## config.mk

```make
export PLATFORM = sky130hd
export DESIGN_NAME = matmul_operand_loader_flat
export DESIGN_NICKNAME = d
export VERILOG_FILES = /design/src/rtl/matmul_operand_loader_if.sv /design/src/rtl/matmul_operand_loader.sv /design/src/flat_wrapper.sv
export SDC_FILE = /design/constraint.sdc
export NUM_CORES = 1
export LEC_CHECK = 0
export ABC_AREA = 1
export BUFFER_PORTS_ARGS = -buffer_cell sky130_fd_sc_hd__buf_2
export CORE_MARGIN = 1.5
export CORE_UTILIZATION = 35
export CTS_CLUSTER_DIAMETER = 40
export DETAILED_ROUTE_END_ITERATION = 10
export PLACE_DENSITY = 0.62
export SETUP_SLACK_MARGIN = 0.1
export SYNTH_ARGS = -nofsm -noshare
export SYNTH_HDL_FRONTEND = slang
export SYNTH_SLANG_ARGS = --single-unit
```

## constraint.sdc

```tcl
create_clock -name clk -period 2.18 [get_ports clk]
set_input_delay 0.218 -clock clk [delete_from_list [all_inputs] [get_ports clk]]
set_output_delay 0.218 -clock clk [all_outputs]
set_load 0.01 [all_outputs]
```

## src/rtl/matmul_operand_loader_if.sv

```systemverilog
`default_nettype none
// ============================================================================
// Module      : matmul_operand_loader_if
// Description : Byte-stream input and operand/launch outputs of the 2x2
//               matrix-multiplier operand loader.
// Revision    : 1.0 - initial release
// ============================================================================
interface matmul_operand_loader_if #(
    parameter int OP_W  = 16,
    parameter int CNT_W = 8
);
    logic [7:0]       in_data;
    logic             in_valid;
    logic             in_last;
    logic             in_ready;
    logic [OP_W-1:0]  a;
    logic [OP_W-1:0]  b;
    logic             ena;
    logic             busy;
    logic             err;
    logic [CNT_W-1:0] launch_count;

    // Byte source and operand consumer side
    modport master (
        output in_data, in_valid, in_last,
        input  in_ready, a, b, ena, busy, err, launch_count
    );

    // Loader side
    modport slave (
        input  in_data, in_valid, in_last,
        output in_ready, a, b, ena, busy, err, launch_count
    );
endinterface
`default_nettype wire

```

## src/rtl/matmul_operand_loader.sv

```systemverilog
`default_nettype none
// ============================================================================
// Module      : matmul_operand_loader
// Description : Assembles operand words a/b from a framed byte stream, pulses
//               ena to the matmul core, then holds off input for a quiet gap.
// Revision    : 1.0 - initial release
// ============================================================================
module matmul_operand_loader #(
    parameter int OP_W       = 16,
    parameter int GAP_CYCLES = 4,
    parameter int CNT_W      = 8
) (
    input  wire logic               clk,
    input  wire logic               rst,
    matmul_operand_loader_if.slave  bus
);

    localparam int c_BPO   = OP_W / 8;
    localparam int c_IDX_W = (2 * c_BPO > 1) ? $clog2(2 * c_BPO) : 1;
    localparam int c_GAP_W = (GAP_CYCLES > 1) ? $clog2(GAP_CYCLES + 1) : 1;

    localparam logic [c_IDX_W-1:0] c_LAST_IDX = c_IDX_W'(2 * c_BPO - 1);
    localparam logic [c_IDX_W-1:0] c_B_START  = c_IDX_W'(c_BPO);
    // GAP lasts counter-value+1 cycles, so load one less than the gap length
    localparam logic [c_GAP_W-1:0] c_GAP_LOAD = c_GAP_W'(GAP_CYCLES - 1);

    localparam logic [1:0] c_ST_LOAD   = 2'd0;
    localparam logic [1:0] c_ST_LAUNCH = 2'd1;
    localparam logic [1:0] c_ST_GAP    = 2'd2;
    localparam logic [1:0] c_ST_RESYNC = 2'd3;

    logic [1:0]         r_state;
    logic [c_IDX_W-1:0] r_idx;
    logic [c_GAP_W-1:0] r_gap_cnt;
    logic [OP_W-1:0]    r_sh_a;
    logic [OP_W-1:0]    r_sh_b;
    logic [OP_W-1:0]    r_a;
    logic [OP_W-1:0]    r_b;
    logic               r_err;
    logic [CNT_W-1:0]   r_launch_cnt;

    logic               w_ready;
    logic               w_xfer;
    logic [OP_W-1:0]    w_sh_a_next;
    logic [OP_W-1:0]    w_sh_b_next;

    assign w_ready = (r_state == c_ST_LOAD) || (r_state == c_ST_RESYNC);
    assign w_xfer  = bus.in_valid && w_ready;

    // MSB-first shift; a single-byte operand is simply replaced
    generate
        if (OP_W == 8) begin : g_shift_byte
            assign w_sh_a_next = bus.in_data;
            assign w_sh_b_next = bus.in_data;
        end else begin : g_shift_wide
            assign w_sh_a_next = {r_sh_a[OP_W-9:0], bus.in_data};
            assign w_sh_b_next = {r_sh_b[OP_W-9:0], bus.in_data};
        end
    endgenerate

    always_ff @(posedge clk) begin
        if (rst) begin
            r_state      <= c_ST_LOAD;
            r_idx        <= '0;
            r_gap_cnt    <= '0;
            r_sh_a       <= '0;
            r_sh_b       <= '0;
            r_a          <= '0;
            r_b          <= '0;
            r_err        <= 1'b0;
            r_launch_cnt <= '0;
        end else begin
            case (r_state)
                c_ST_LOAD: begin
                    if (w_xfer) begin
                        if (r_idx < c_B_START) begin
                            r_sh_a <= w_sh_a_next;
                        end else begin
                            r_sh_b <= w_sh_b_next;
                        end

                        if (r_idx == c_LAST_IDX) begin
                            r_idx <= '0;
                            if (bus.in_last) begin
                                // Final B byte is still in flight, take it from the shifter
                                r_a          <= r_sh_a;
                                r_b          <= w_sh_b_next;
                                r_err        <= 1'b0;
                                r_launch_cnt <= r_launch_cnt + 1'b1;
                                r_state      <= c_ST_LAUNCH;
                            end else begin
                                r_err   <= 1'b1;
                                r_state <= c_ST_RESYNC;
                            end
                        end else if (bus.in_last) begin
                            r_err <= 1'b1;
                            r_idx <= '0;
                        end else begin
                            r_idx <= r_idx + 1'b1;
                        end
                    end
                end

                c_ST_LAUNCH: begin
                    r_gap_cnt <= c_GAP_LOAD;
                    r_state   <= c_ST_GAP;
                end

                c_ST_GAP: begin
                    if (r_gap_cnt == '0) begin
                        r_state <= c_ST_LOAD;
                    end else begin
                        r_gap_cnt <= r_gap_cnt - 1'b1;
                    end
                end

                c_ST_RESYNC: begin
                    if (w_xfer && bus.in_last) begin
                        r_idx   <= '0;
                        r_state <= c_ST_LOAD;
                    end
                end

                default: begin
                    r_state <= c_ST_LOAD;
                end
            endcase
        end
    end

    assign bus.in_ready     = w_ready;
    assign bus.ena          = (r_state == c_ST_LAUNCH);
    assign bus.busy         = (r_state == c_ST_LAUNCH) || (r_state == c_ST_GAP);
    assign bus.a            = r_a;
    assign bus.b            = r_b;
    assign bus.err          = r_err;
    assign bus.launch_count = r_launch_cnt;

endmodule
`default_nettype wire
```

## src/flat_wrapper.sv

```systemverilog
// flat-port wrapper written by rule: the top's interface ports become plain ports
module matmul_operand_loader_flat 
#(
    parameter int OP_W       = 16,
    parameter int GAP_CYCLES = 4,
    parameter int CNT_W      = 8
)
  (clk, rst, bus_in_data, bus_in_valid, bus_in_last, bus_in_ready, bus_a, bus_b, bus_ena, bus_busy, bus_err, bus_launch_count);
  matmul_operand_loader_if #(.OP_W(OP_W), .CNT_W(CNT_W)) bus_i ();
  input  wire logic clk;
  input  wire logic rst;
  input wire logic [$bits(bus_i.in_data)-1:0] bus_in_data;
  input wire logic [$bits(bus_i.in_valid)-1:0] bus_in_valid;
  input wire logic [$bits(bus_i.in_last)-1:0] bus_in_last;
  output wire logic [$bits(bus_i.in_ready)-1:0] bus_in_ready;
  output wire logic [$bits(bus_i.a)-1:0] bus_a;
  output wire logic [$bits(bus_i.b)-1:0] bus_b;
  output wire logic [$bits(bus_i.ena)-1:0] bus_ena;
  output wire logic [$bits(bus_i.busy)-1:0] bus_busy;
  output wire logic [$bits(bus_i.err)-1:0] bus_err;
  output wire logic [$bits(bus_i.launch_count)-1:0] bus_launch_count;
  assign bus_i.in_data = bus_in_data;
  assign bus_i.in_valid = bus_in_valid;
  assign bus_i.in_last = bus_in_last;
  assign bus_in_ready = bus_i.in_ready;
  assign bus_a = bus_i.a;
  assign bus_b = bus_i.b;
  assign bus_ena = bus_i.ena;
  assign bus_busy = bus_i.busy;
  assign bus_err = bus_i.err;
  assign bus_launch_count = bus_i.launch_count;
  matmul_operand_loader #(.OP_W(OP_W), .GAP_CYCLES(GAP_CYCLES), .CNT_W(CNT_W)) u_core (.clk(clk), .rst(rst), .bus(bus_i));
endmodule
```

==> reports/metrics.csv <==
metric,value,unit
status,"complete, no violations",
synth.top_cells.by_count,"nor2_1, dfxtp_1, o21ai_0, nand2_1, inv_1",
synth_edf_count,0,
async_reset_ff_frac,0,
die_width,93.8,µm
arrival,1.98,ns
fill_cells,868,
ys_types,25,
gp_congestion,0.801,
die_h,93.8,µm
yosysWarningCount,0,
ys_seq_elements,72,
rows,32,
setup_viol,0,
seqCellArea,1440,µm²
timing.setup.tns,0,ns
hp-class,in -> reg,
area_growth,19.4,%
path_clk_slew,0.07,ns
overflow,0,
wl_per_cell,11.8,µm
via_per_inst,4.66,
yosysMostFrequentCell,nor2_1,
first_global_vias,2442,
worstSetupEndpointType,flip-flop,
drt_first_pass_iters,6,
fmax,569,MHz
worst-path-max-fanout,35,
synth_cells,381,
period_needed,1.76,ns
maxSlewHeadroom,0.760,
drt_iter0_markers,79,
htree_num_levels,3,
cts_buffers,9,
antenna_found_initial,0,
drive_gt1_frac,0.189,
total_power,3.68,mW
totalWireLength,6400,µm
hold_slack,0.0880,ns
cts_setup_buffers,0,
grt_max_degree,38,
grt_use_met1,0.199,
grt.total_usage,0.159,
multi_input_area,1240,µm²
antennaDiodeCount,0,
dieArea,8790,µm²
use_met3,0.0477,
cap_violations,0,
synth.avg_cell_area,7.57,µm²
clock_path_buffers,2,
ant_nets,0,
start_util,0.367,
cts-root-buf,clkbuf_8,
syn-cell-area,2880,µm²
core,7850,µm²
ys.flop_type,dfxtp_1,
crit_path_start_kind,flip-flop,
path_class,reg -> reg,
grt_pass1_wl,11000,µm
fin_nets,456,
gr-max-usage-layer,met2,
p_leak,1.79,nW
finalHoldViolations,0,
dp_slack,0.224,ns
critical_path_required,2.40,ns
ir_drop,0.000361,V
drv_slew,0,
synth.area.top_cells,"dfxtp_1, nor2_1, o21ai_0, nand2_1, inv_1",
setup_slack,0.423,ns
synth.largest_area_cell,dfxtp_1,
vias,2524,
tightest_slew,0.360,ns
dp_hpwl,4290,µm
use_met2,0.260,
fin_crit_sh,0.806,
power_density,1070,nW/µm²
synth-seq-area-share,0.500,
synth_nets,401,
finClkSkew,0.00874,ns
place.port_buffers,55,
cts_num_sinks,72,
io-pin-count,56,
cts_tree,done,
drc,0,
rsz0062_at_grt,false,
clock_latency,0.34,ns
final_util,0.438,
synth_top_area_share,0.500,
worst max-delay path, stage by stage (launching register included):
cell and delay, ns:
dfxtp_1 0.36, inv_1 0.09, ha_1 0.33, inv_2 0.10
nand3_4 0.14, inv_1 0.13, nand2_4 0.21, o21ai_0 0.22
a21oi_1 0.05
logic make-up (layout without fill, tap and decap cells):
logic type,after synthesis,in the layout,share of synthesized area
xor gates and xnor gates,1,1,0.00304
buffers and inverters,45,104,0.0725
DFF,72,72,0.500
adders and majority gates,8,8,0.0347
AOI/OAI and AO/OA,70,70,0.122
and+or+nand+nor,185,185,0.267
sequential cells by signal, indices dropped and copies added (netlist names):
register / flops
u_core.r_sh_a: 16
u_core.bus.launch_count: 8
u_core.bus.a: 16
u_core.r_sh_b: 8
u_core.bus.b: 16
u_core.r_gap_cnt: 3
u_core.bus.err: 1
u_core.r_idx: 2
u_core.r_state: 2
report_power, final:
group | internal [mW] | leakage, nW | switching, mW
clock network | 0.640 | 0.106 | 0.483
logic | 0.317 | 1.10 | 0.602
registers | 1.52 | 0.584 | 0.123
total | 2.47 | 1.79 | 1.21
per-stage QoR:
| step | instances | area, µm² |
|---|---|---|
| global placement | 527 | 3230 |
| floorplan | 381 | 2880 |
| finish | 542 | 3440 |
| global route | 542 | 3440 |
| detailed placement | 527 | 3230 |
| CTS | 542 | 3440 |
worst paths after layout:
check / startpoint / endpoint / cells past startpoint / slack [ns]
max reg2reg: u_core.r_state[0] / u_core.bus.launch_count[0] / 8 / 0.42
min: rst / u_core.r_idx[0] / 2 / 0.09
min reg2reg: u_core.r_sh_b[3] / u_core.bus.b[11] / 2 / 0.48
max: u_core.r_state[0] / u_core.bus.launch_count[0] / 8 / 0.42
layout by cell type (no fill, tap or decap), types with 2 or more instances in the layout:
cell,synthesis,final
a21oi_1,7,7
buf_2,7,55
buf_4,1,5
bufinv_16,0,2
clkbuf_8,1,9
clkinv_4,0,2
dfxtp_1,72,72
ha_1,8,8
inv_1,27,27
nand2_1,35,35
nand3_1,7,7
nand4_1,4,4
nor2_1,131,131
nor2_4,2,2
o21ai_0,62,62
what timing repair did:
| item | 4_1_cts | 5_1_grt |
|---|---|---|
| hold buffers | 0 | 0 |
| setup endpoints to repair | 0 | 4 |
| resized for setup | 0 | 1 |
final cells by class:
class | instances | area share
Clock buffer | 10 | 0.0371
Clock inverter | 5 | 0.0240
Inverter | 29 | 0.0324
Multi-Input combinational cell | 264 | 0.360
Sequential cell | 72 | 0.419
Tap cell | 102 | 0.0371
Timing Repair Buffer | 60 | 0.0909
layer usage:
| metal | share of wire | up-vias |
|---|---|---|
| met3 | 0.048 | 7 |
| met4 | 0.012 | 0 |
| met1 | 0.49 | 1151 |
| met5 | 0 | - |
| li1 | - | 1314 |
| met2 | 0.45 | 52 |
(Power assumes the default switching activity.)
